<file path="config.mk">
export PLATFORM = sky130hd
export DESIGN_NAME = chunk_row_sched
export DESIGN_NICKNAME = d
export VERILOG_FILES = /design/src/rtl/chunk_row_sched.sv
export SDC_FILE = /design/constraint.sdc
export NUM_CORES = 1
export LEC_CHECK = 0
export CORE_MARGIN = 1
export CORE_UTILIZATION = 45
export CTS_BUF_LIST = sky130_fd_sc_hd__clkbuf_4
export DETAILED_ROUTE_END_ITERATION = 6
export DONT_BUFFER_PORTS = 1
export PLACE_DENSITY_LB_ADDON = 0.2
export SLEW_MARGIN = 20
export SYNTH_ARGS = -nofsm -noshare
export SYNTH_HDL_FRONTEND = slang
export SYNTH_SLANG_ARGS = --single-unit
</file>
<file path="constraint.sdc">
create_clock -name i_clk -period 4.2 [get_ports i_clk]
set_clock_uncertainty 0.05 [all_clocks]
set_input_delay 0.42 -clock i_clk [delete_from_list [all_inputs] [get_ports i_clk]]
set_output_delay 0.42 -clock i_clk [all_outputs]
set_load 0.005 [all_outputs]
</file>
<file path="src/rtl/chunk_row_sched.sv">
// chunk_row_sched: emits one row descriptor per handshake over a vertical tile window.
// Optional vertical wrap enabled by defining CHUNK_ROW_SCHED_WRAP_EN.
package TauCfg;
   localparam int GLOBAL_ADDR_BW = 32;
   localparam int VSIZE = 16;
endpackage

module chunk_row_sched #(
   parameter int GBW = TauCfg::GLOBAL_ADDR_BW,
   parameter int VSIZE = TauCfg::VSIZE,
   parameter int CNT_BW = 16
) (
   input  logic                     i_clk,
   input  logic                     i_rst,
   input  logic                     cfg_rdy,
   output logic                     cfg_ack,
   input  logic [GBW-1:0]           i_base,
   input  logic [GBW-1:0]           i_stride,
   input  logic [CNT_BW-1:0]        i_ystart,
   input  logic [CNT_BW-1:0]        i_nrow,
   input  logic [CNT_BW-1:0]        i_ybound,
   input  logic [$clog2(VSIZE)-1:0] i_pad,
`ifdef CHUNK_ROW_SCHED_WRAP_EN
   input  logic                     i_wrap,
   input  logic [GBW-1:0]           i_span,
`endif
   output logic                     row_rdy,
   input  logic                     row_ack,
   output logic [GBW-1:0]           o_row_linear,
   output logic                     o_row_islast,
   output logic [$clog2(VSIZE)-1:0] o_row_pad,
   output logic                     o_row_valid,
   output logic                     o_busy
);
   localparam int V_BW = $clog2(VSIZE);
   typedef enum logic {IDLE, EMIT} state_t;
   state_t state, state_nx;
   logic [CNT_BW-1:0] y, y_inc, remain, ybound;
   logic [GBW-1:0] lin, lin_nx, stride;
   logic [V_BW-1:0] pad;
   logic accept, step, wrap_hit, emit;
`ifdef CHUNK_ROW_SCHED_WRAP_EN
   logic wrap;
   logic [GBW-1:0] span;
   assign wrap_hit = wrap && y_inc == ybound;
   assign lin_nx = wrap_hit ? lin + stride - span : lin + stride;
`else
   assign wrap_hit = 1'b0;
   assign lin_nx = lin + stride;
`endif
   assign y_inc = y + CNT_BW'(1);
   always_comb begin
      emit = state == EMIT;
      accept = !emit && cfg_rdy;
      step = emit && row_ack;
      state_nx = accept && i_nrow != '0 ? EMIT : step && remain == CNT_BW'(1) ? IDLE : state;
   end
   always_ff @(posedge i_clk) begin
      if (i_rst) begin
         state <= IDLE;
         y <= '0;
         lin <= '0;
         remain <= '0;
         stride <= '0;
         ybound <= '0;
         pad <= '0;
`ifdef CHUNK_ROW_SCHED_WRAP_EN
         wrap <= 1'b0;
         span <= '0;
`endif
      end else begin
         state <= state_nx;
         if (accept) begin
            y <= i_ystart;
            lin <= i_base;
            remain <= i_nrow;
            stride <= i_stride;
            ybound <= i_ybound;
            pad <= i_pad;
`ifdef CHUNK_ROW_SCHED_WRAP_EN
            wrap <= i_wrap;
            span <= i_span;
`endif
         end else if (step) begin
            y <= wrap_hit ? '0 : y_inc;
            lin <= lin_nx;
            remain <= remain - CNT_BW'(1);
         end
      end
   end
   // descriptor fields read as zero outside EMIT so IDLE never shows a stale row
   assign cfg_ack = accept;
   assign row_rdy = emit;
   assign o_busy = emit;
   assign o_row_linear = emit ? lin : '0;
   assign o_row_pad = emit ? pad : '0;
   assign o_row_islast = emit && remain == CNT_BW'(1);
   assign o_row_valid = emit && !y[CNT_BW-1] && y < ybound;
endmodule

</file>
# [Word-level counts from Yosys, hierarchy flattened]
# Cells that the tools add are included.
[totals] input_bits=120 ff_bits=117
[classes] order_cmp=1 n_addsub=3 mux=10 n_reduce_logical=12 eq_ne=1
[op_table] op="$mux 32" n=3
[op_table] op="$mux 16" n=4
[op_table] op="$add 32x32->32" n=1
[op_table] op="$add 16x1->16 const B" n=1
[op_table] op="$eq 16x1->1 const B" n=1
[op_table] op="$lt 16x16->1" n=1
[op_table] op="$reduce_bool 16->1" n=1
[op_table] op="$sub 16x1->16 const B" n=1
[op_table] op="$logic_and 1x1->1" n=7
[op_table] op="$mux 4" n=1
[op_table] op="$reduce_bool 2->1" n=2
[op_table] op="$logic_not 1->1" n=2
[op_table] op="$mux 1" n=2

# [Logic depth before layout (Yosys ltp)]
# Gate-level depths: netlist of run 1.
[depth] depth_word=4 ltp_mapped=10

# [Worst setup path before layout of run 1]
# Ideal clock, no wire load.
[synth_path] kind="flip-flop to flip-flop" from="register lin[0]" to="register lin[30]" stages_incl_launch_ff=11 t_required_ps=4016 period_less_slack_ps=2558 path_slack_ps=1642 arrival_time_ps=2375 path_cell_list="dfxtp_1 ha_1 fa_1 a21oi_1 o22ai_1 o31ai_4 a2111oi_0 or2_1 a311oi_2 xor2_1 o22ai_1"
[synth_via] elab_chain_cells=3
[synth_rtl] item="start, declared" line="39" text="logic [GBW-1:0] lin, lin_nx, stride;"
[synth_rtl] item="start signal, assigned" line="75" text="lin <= i_base;"
[synth_rtl] item="start signal, assigned" line="86" text="lin <= lin_nx;"
[synth_rtl] item="$add 32x32->32" line="49" text="assign lin_nx = lin + stride;"
[synth_rtl] item="$mux 32" line="84" text="end else if (step) begin"
[synth_rtl] item="$mux 32" line="73" text="if (accept) begin"
# Every way passes these cells. The select of a mux whose other input is x is not followed.
# A chain may end at the register's enable or synchronous reset.

# [Worst setup path after layout of run 1]
[layout_path] from="register remain[3]" to="output o_row_islast"
[layout_via] elab_chain_cells=2
[layout_rtl] item="start, declared" line="38" text="logic [CNT_BW-1:0] y, y_inc, remain, ybound;"
[layout_rtl] item="start signal, assigned" line="76" text="remain <= i_nrow;"
[layout_rtl] item="start signal, assigned" line="87" text="remain <= remain - CNT_BW'(1);"
[layout_rtl] item="$eq 16x1->1" line="97" text="assign o_row_islast = emit && remain == CNT_BW'(1);"
[layout_rtl] item="$logic_and 1x1->1" line="97"
[layout_rtl] item="end, declared" line="30" text="output logic o_row_islast,"
# Every way passes these cells.

==> results of run 1 <==
[cell type report]
class	count	area (µm²)
Multi-Input combinational cell	690	4280
Sequential cell	117	2340
Timing Repair Buffer	96	958
Inverter	26	98.8
Clock inverter	10	68.8
Fill cell	1422	6640
Antenna cell	2	5.00
Clock buffer	18	135
Tap cell	184	230
[flip-flops by register name, summed over array words and instances, names as in the netlist]
register / count
y: 16
ybound: 16
remain: 16
stride: 32
lin: 32
o_busy: 1
pad: 4
[metal layers]
| layer | vias up | track usage (%) |
|---|---|---|
| met5 | - | 0 |
| met4 | 0 | 9.14 |
| met3 | 35 | 5.65 |
| met2 | 214 | 42.8 |
| met1 | 3141 | 30.8 |
| li1 | 3296 | - |
[cell usage in the layout (no fill, tap or decap), types with 19 or more instances in the layout]
cell             n
xor2_1          24
nand2_1        146
dfxtp_1        117
and2_1          38
nand3_1         19
dlygate4sd3_1   87
a211oi_1        24
ha_1            49
o21ai_0         27
inv_1           25
a21oi_1        105
nor2_1          61
[kinds of logic after synthesis]
logic type,synth area share [%]
buffers and inverters,4.54
adders and majority gates,9.14
DFF,33.8
AOI/OAI and AO/OA,24.1
and+or+nand+nor,23.0
xor gates and xnor gates,5.31
[stage by stage]
step                power [µW]  worst slack, ns
CTS                       2540             1.11
global route              2670            0.973
floorplan                 1670             1.64
global placement          1750             1.38
finish                    2510             1.16
detailed placement        1770             1.38
[how the worst min path moves through the flow]
stage                     cells past startpoint  slack, ns  endpoint
after global placement                        2       0.38    pad[0]
after floorplan                               2       0.38    pad[0]
after CTS                                     2      0.003   lin[21]
final                                         2       0.05    lin[3]
after detailed placement                      2       0.39    pad[0]
after global routing                          2      0.008    lin[3]
[critical path: cells and delay by family, from the launching register on]
| family | cells | cell delay, ns |
|---|---|---|
| flip-flops | 1 | 0.38 |
| AND/OR/NAND/NOR | 7 | 1.68 |
[power by group through the flow]
stage / clock (µW) / sequential (µW) / combinational, µW
floorplan: 0 / 1260 / 405
global placement: 0 / 1280 / 466
detailed placement: 0 / 1290 / 479
CTS: 705 / 1260 / 569
global route: 755 / 1280 / 640
finish: 676 / 1260 / 572
==> run_results.csv, run 1 <==
group,metric,value,unit
detailed_routing,highest_layer,"met4",
worst_setup_path,reg2reg_from,"lin[0]",
pwr,p_leak,0.00315,µW
detailed_routing,antenna_left,0,
die,die_area,15900,µm²
synth,syn_nets,1057,
placed_design,numPortBuffers,0,
sta,hold_slack,0.0534,ns
global_routing,grt_usage,25.1,%
synth,yosysTopAreaCell,"dfxtp_1",
worst_setup_path,cpMostUsedCell,"nand2b_1",
detailed_routing,drc,0,
die,die_y,126,µm
min_path,hold_class,"input port to flip-flop",
synth,synth-edff-count,0,
pwr,p_per_area,310,nW/µm²
worst_setup_path,reg2reg_to,"lin[30]",
detailed_routing,post_drt_wl_per_cell,17.1,µm
run_status,status,"complete, no violations",
detailed_routing,dr_wl_met2,9360,µm
detailed_routing,wl_met1,8690,µm
cts,clockBufferDepth,2,
synth,synth-async-reset-ratio,0,%
synth,synth-seq-area-share,33.8,%
global_routing,grt_pass1_vias,6669,
worst_setup_path,ff2ff_setup_slack,1.30,ns
worst_setup_path,worst_path_largest_cell_delay,0.45,ns
pwr,combinationalPowerShare,22.8,%
synth,synthDistinctLibCells,62,
global_routing,overflow,0,
cells_and_area,design_area,8110,µm²
sta,worstMarginPinSlew,0.891,ns
worst_setup_path,worst_setup_path_start_kind,"flip-flop",
cts,htree_levels,4,
cells_and_area,final_cells,1143,
detailed_routing,drt_iter0_drc,363,
cts,post-cts-setup-buffers,0,
cells_and_area,final_nets,1118,
cts,hold_buffers,88,
detailed_routing,post_drt_via_cell_ratio,5.85,
cts,path_clk_slew,0.11,ns
worst_setup_path,cp_cell_sequence,"nor3_2 -> nand2b_1 -> or2_1 -> nor3_4 -> nand2b_1 -> nor4_1 -> and2_1",
sta,fin_tns_setup,0,ns
global_routing,grt_max_degree,117,
worst_setup_path,critPathArrivalTime,2.57,ns
cts,cts_root_buf,"clkbuf_4",
cells_and_area,drive_gt1_share,4.91,%
synth,synth_area_leaders,"dfxtp_1, ha_1, nand2_1, a21oi_1, and2_1",
worst_setup_path,critPathCapture,"o_row_islast",
worst_setup_path,r2r.worst_path.cells,10,
die,initial_core_util,46.9,%
die,boundaryPins,161,
synth,synthFlopType,"dfxtp_1",
sta,finalCritPeriodShare,72.3,%
global_routing,grt_pass1_wl,32300,µm
placed_design,dpl-instance-area,7010,µm²
placed_design,hpwlAfterDp,13200,µm
pwr,peakVddDrop,0.198,mV
sta,rsz0062_at_grt,"no",
sta,slew_violations,0,
worst_setup_path,cp-end-kind,"output pin",
cts,cts_tree,"yes",
detailed_routing,drtPass1Iterations,4,
sta,maxSlewHeadroom,40.6,%
cts,cts.sinks,117,
sta,max_clock_freq,0.329,GHz
worst_setup_path,critPathSlowestCell,"nor4_1",
detailed_routing,routed_wl,19600,µm
synth,synth_area,6920,µm²
pwr,p_int,1710,µW
synth,avgSynthCellArea,7.81,µm²
placed_design,place_inst,1025,
die,die_w,126,µm
sta,setup_viol,0,
pwr,sequentialPowerShare,50.3,%
global_routing,antenna_found_initial,2,
pwr,p_clk_share,26.9,%
sta,min_period,3.04,ns
synth,yosys_register_bits,117,
pwr,p_sw,797,µW
detailed_routing,vias,6686,
detailed_routing,wl_met3,1100,µm
synth,ys.warnings.count,0,
min_path,min-delay-start,"i_base[3]",
synth,netlist_top_cells_count,"nand2_1, dfxtp_1, a21oi_1",
worst_setup_path,cp-startpoint,"remain[3]",
sta,final_hold_viol_count,0,
synth,synth_top_area_share,33.8,%
cts,ctsResizeCount,0,
cells_and_area,final_util,55.0,%
placed_design,place_congestion,0.913,
worst_setup_path,crit_type,"flip-flop to output pin",
cts,clk_latency,0.53,ns
synth,syn_inst,887,
cells_and_area,area_delta_synth_final,17.2,%
die,rows,44,
cts,cts_made_buffers,17,
pwr,sw_frac_of_total,31.7,%
worst_setup_path,required,3.73,ns
die,core-area,14800,µm²
synth,synth_most_common_cell,"nand2_1",
job,drv_cap,0,
worst_setup_path,cp_max_fo,6,
No activity file was read; power rests on OpenSTA's default activity.
==> run 2, diff against run 1 <==
==> constraint.sdc (replaced) <==
create_clock -name i_clk -period 2.6 [get_ports i_clk]
set_clock_uncertainty 0.05 [all_clocks]
set_input_delay 0.26 -clock i_clk [delete_from_list [all_inputs] [get_ports i_clk]]
set_output_delay 0.26 -clock i_clk [all_outputs]
set_load 0.005 [all_outputs]
==> run_results.csv, run 2 (same netlist as run 1, synthesis figures left out) <==
group,metric,value,unit
run_status,status,"complete, no violations",
worst_setup_path,worst_setup_path_start_kind,"flip-flop",
worst_setup_path,crit_type,"flip-flop to flip-flop",
detailed_routing,vias,6923,
pwr,finalPower,4330,µW
sta,max_clock_freq,0.392,GHz
die,core-area,14800,µm²
worst_setup_path,cp-end-kind,"flip-flop",
worst_setup_path,required,2.92,ns
cts,cts_root_buf,"clkbuf_4",
cells_and_area,design_area,8850,µm²
pwr,peakVddDrop,0.385,mV
cells_and_area,drive_gt1_share,10.6,%
global_routing,grt_pass1_vias,6669,
global_routing,antenna_found_initial,2,
cells_and_area,final_util,60.0,%
die,die_y,126,µm
die,die_w,126,µm
placed_design,place_congestion,0.981,
sta,finalCritPeriodShare,98.1,%
detailed_routing,antenna_left,0,
cells_and_area,layout.cells.most_common,"nand2_1",
placed_design,numPortBuffers,0,
cells_and_area,top_regs,"lin x32, stride x32",
global_routing,grt_max_degree,118,
pwr,p_per_area,489,nW/µm²
cells_and_area,final_cell_mix,"nand2_1, dlygate4sd3_1, dfxtp_1",
cells_and_area,fill_cells,1314,
sta,maxSlewHeadroom,48.3,%
min_path,hold_class,"input port to flip-flop",
cts,cts_made_buffers,17,
worst_setup_path,cp_max_fo,2,
cts,cts_tree,"yes",
worst_setup_path,worst_path_largest_cell_delay,0.37,ns
worst_setup_path,cp_cell_sequence,"ha_4 -> fa_2 -> a21oi_4 -> o22ai_4 -> o31ai_4 -> a2111oi_2 -> or2_1 -> a311oi_2 -> xor2_1 -> o22ai_1",
global_routing,grt_usage,25.6,%
sta,setup_viol,0,
die,die_area,15900,µm²
detailed_routing,routed_wl,20500,µm
detailed_routing,drtPass1Iterations,5,
cts,clk_latency,0.53,ns
sta,rsz0062_at_grt,"yes",
detailed_routing,post_drt_wl_per_cell,17.1,µm
sta,hold_slack,0.123,ns
die,rows,44,
cts,htree_levels,4,
detailed_routing,drc,0,
detailed_routing,drt_iter0_drc,490,
pwr,p_leak,0.00345,µW
worst_setup_path,critPathArrivalTime,2.87,ns
placed_design,dpl-instance-area,7110,µm²
worst_setup_path,critPathSlowestCell,"fa_2",
cells_and_area,area_delta_synth_final,27.8,%
sta,slew_violations,0,
placed_design,preCtsSetupSlack,-0.115,ns
global_routing,grt_pass1_wl,32800,µm
sta,min_period,2.55,ns
job,drv_cap,0,
die,initial_core_util,46.9,%
cts,clockBufferDepth,2,
global_routing,overflow,0,
detailed_routing,post_drt_via_cell_ratio,5.76,
die,boundaryPins,161,
cells_and_area,final_nets,1176,
cts,path_clk_slew,0.10,ns
sta,worstMarginPinSlew,0.773,ns
sta,worst_slack,0.0503,ns
placed_design,hpwlAfterDp,13400,µm
cts,cts.sinks,117,
sta,final_hold_viol_count,0,
[run 2: changes by cell type in the layout (fill, tap and decap cells not counted), moves of 6 or more]
cell	before	now
dfxtp_1	117	110
a21oi_1	105	99
o21ai_1	2	9
dlygate4sd3_1	87	118
buf_4	8	33
o21ai_0	27	20
[run 2: area by class of cell]
| type | count | area, µm² | area share (%) |
|---|---|---|---|
| Antenna cell | 2 | 5.00 | 0.0565 |
| Clock inverter | 8 | 87.6 | 0.989 |
| Clock buffer | 20 | 150 | 1.70 |
| Inverter | 26 | 98.8 | 1.12 |
| Multi-Input combinational cell | 690 | 4440 | 50.1 |
| Timing Repair Buffer | 154 | 1490 | 16.8 |
| Tap cell | 184 | 230 | 2.60 |
| Sequential cell | 117 | 2360 | 26.6 |
[run 2: timing repair]
item                       4_1_cts  5_1_grt
hold endpoints to repair       117        0
hold buffers                   119        0
pin swaps                       10       20
setup buffers                    3       12
gates resized for setup         14       36
setup endpoints to repair        8       21
[run 2: metrics by stage]
step | cells | setup TNS [ns]
global placement | 1037 | -0.0948
finish | 1201 | 0
floorplan | 887 | 0
global route | 1201 | -0.208
CTS | 1187 | -0.0595
detailed placement | 1037 | -0.192
[run 2: critical path, delay by kind of cell, from the launching register on]
family / cells / cell delay (ns)
AO/OA/AOI/OAI: 6 / 1.04
adder cells (fa/ha/maj): 2 / 0.53
flip-flops: 1 / 0.35
AND/OR/NAND/NOR: 1 / 0.26
XOR/XNOR: 1 / 0.16
[run 2: worst paths after layout]
check                                  to       from  cells after the start  slack [ns]
worst max-delay path              lin[30]  stride[0]                     10        0.05
worst min-delay path            remain[0]      i_rst                      2        0.12
worst max register to register    lin[30]  stride[0]                     10        0.05
worst min register to register     pad[3]     pad[3]                      2        0.41
[run 2: report_power, final]
part           leakage (µW)  switching (µW)  total (µW)  internal [µW]
Clock              0.000139             658        1230            569
Combinational       0.00234             558        1060            497
Sequential         0.000967             122        2050           1920
Total               0.00345            1340        4330           2990
[run 2: metal layers]
layer  GRT usage [%]  vias up  share of wire [%]  wire [µm]
met2            45.0      213                 51      10400
li1                -     3389                  -          -
met3            6.37       24                5.8       1180
met4            7.80        0                1.3        274
met5               0        -                  0          0
met1            30.6     3297                 42       8670
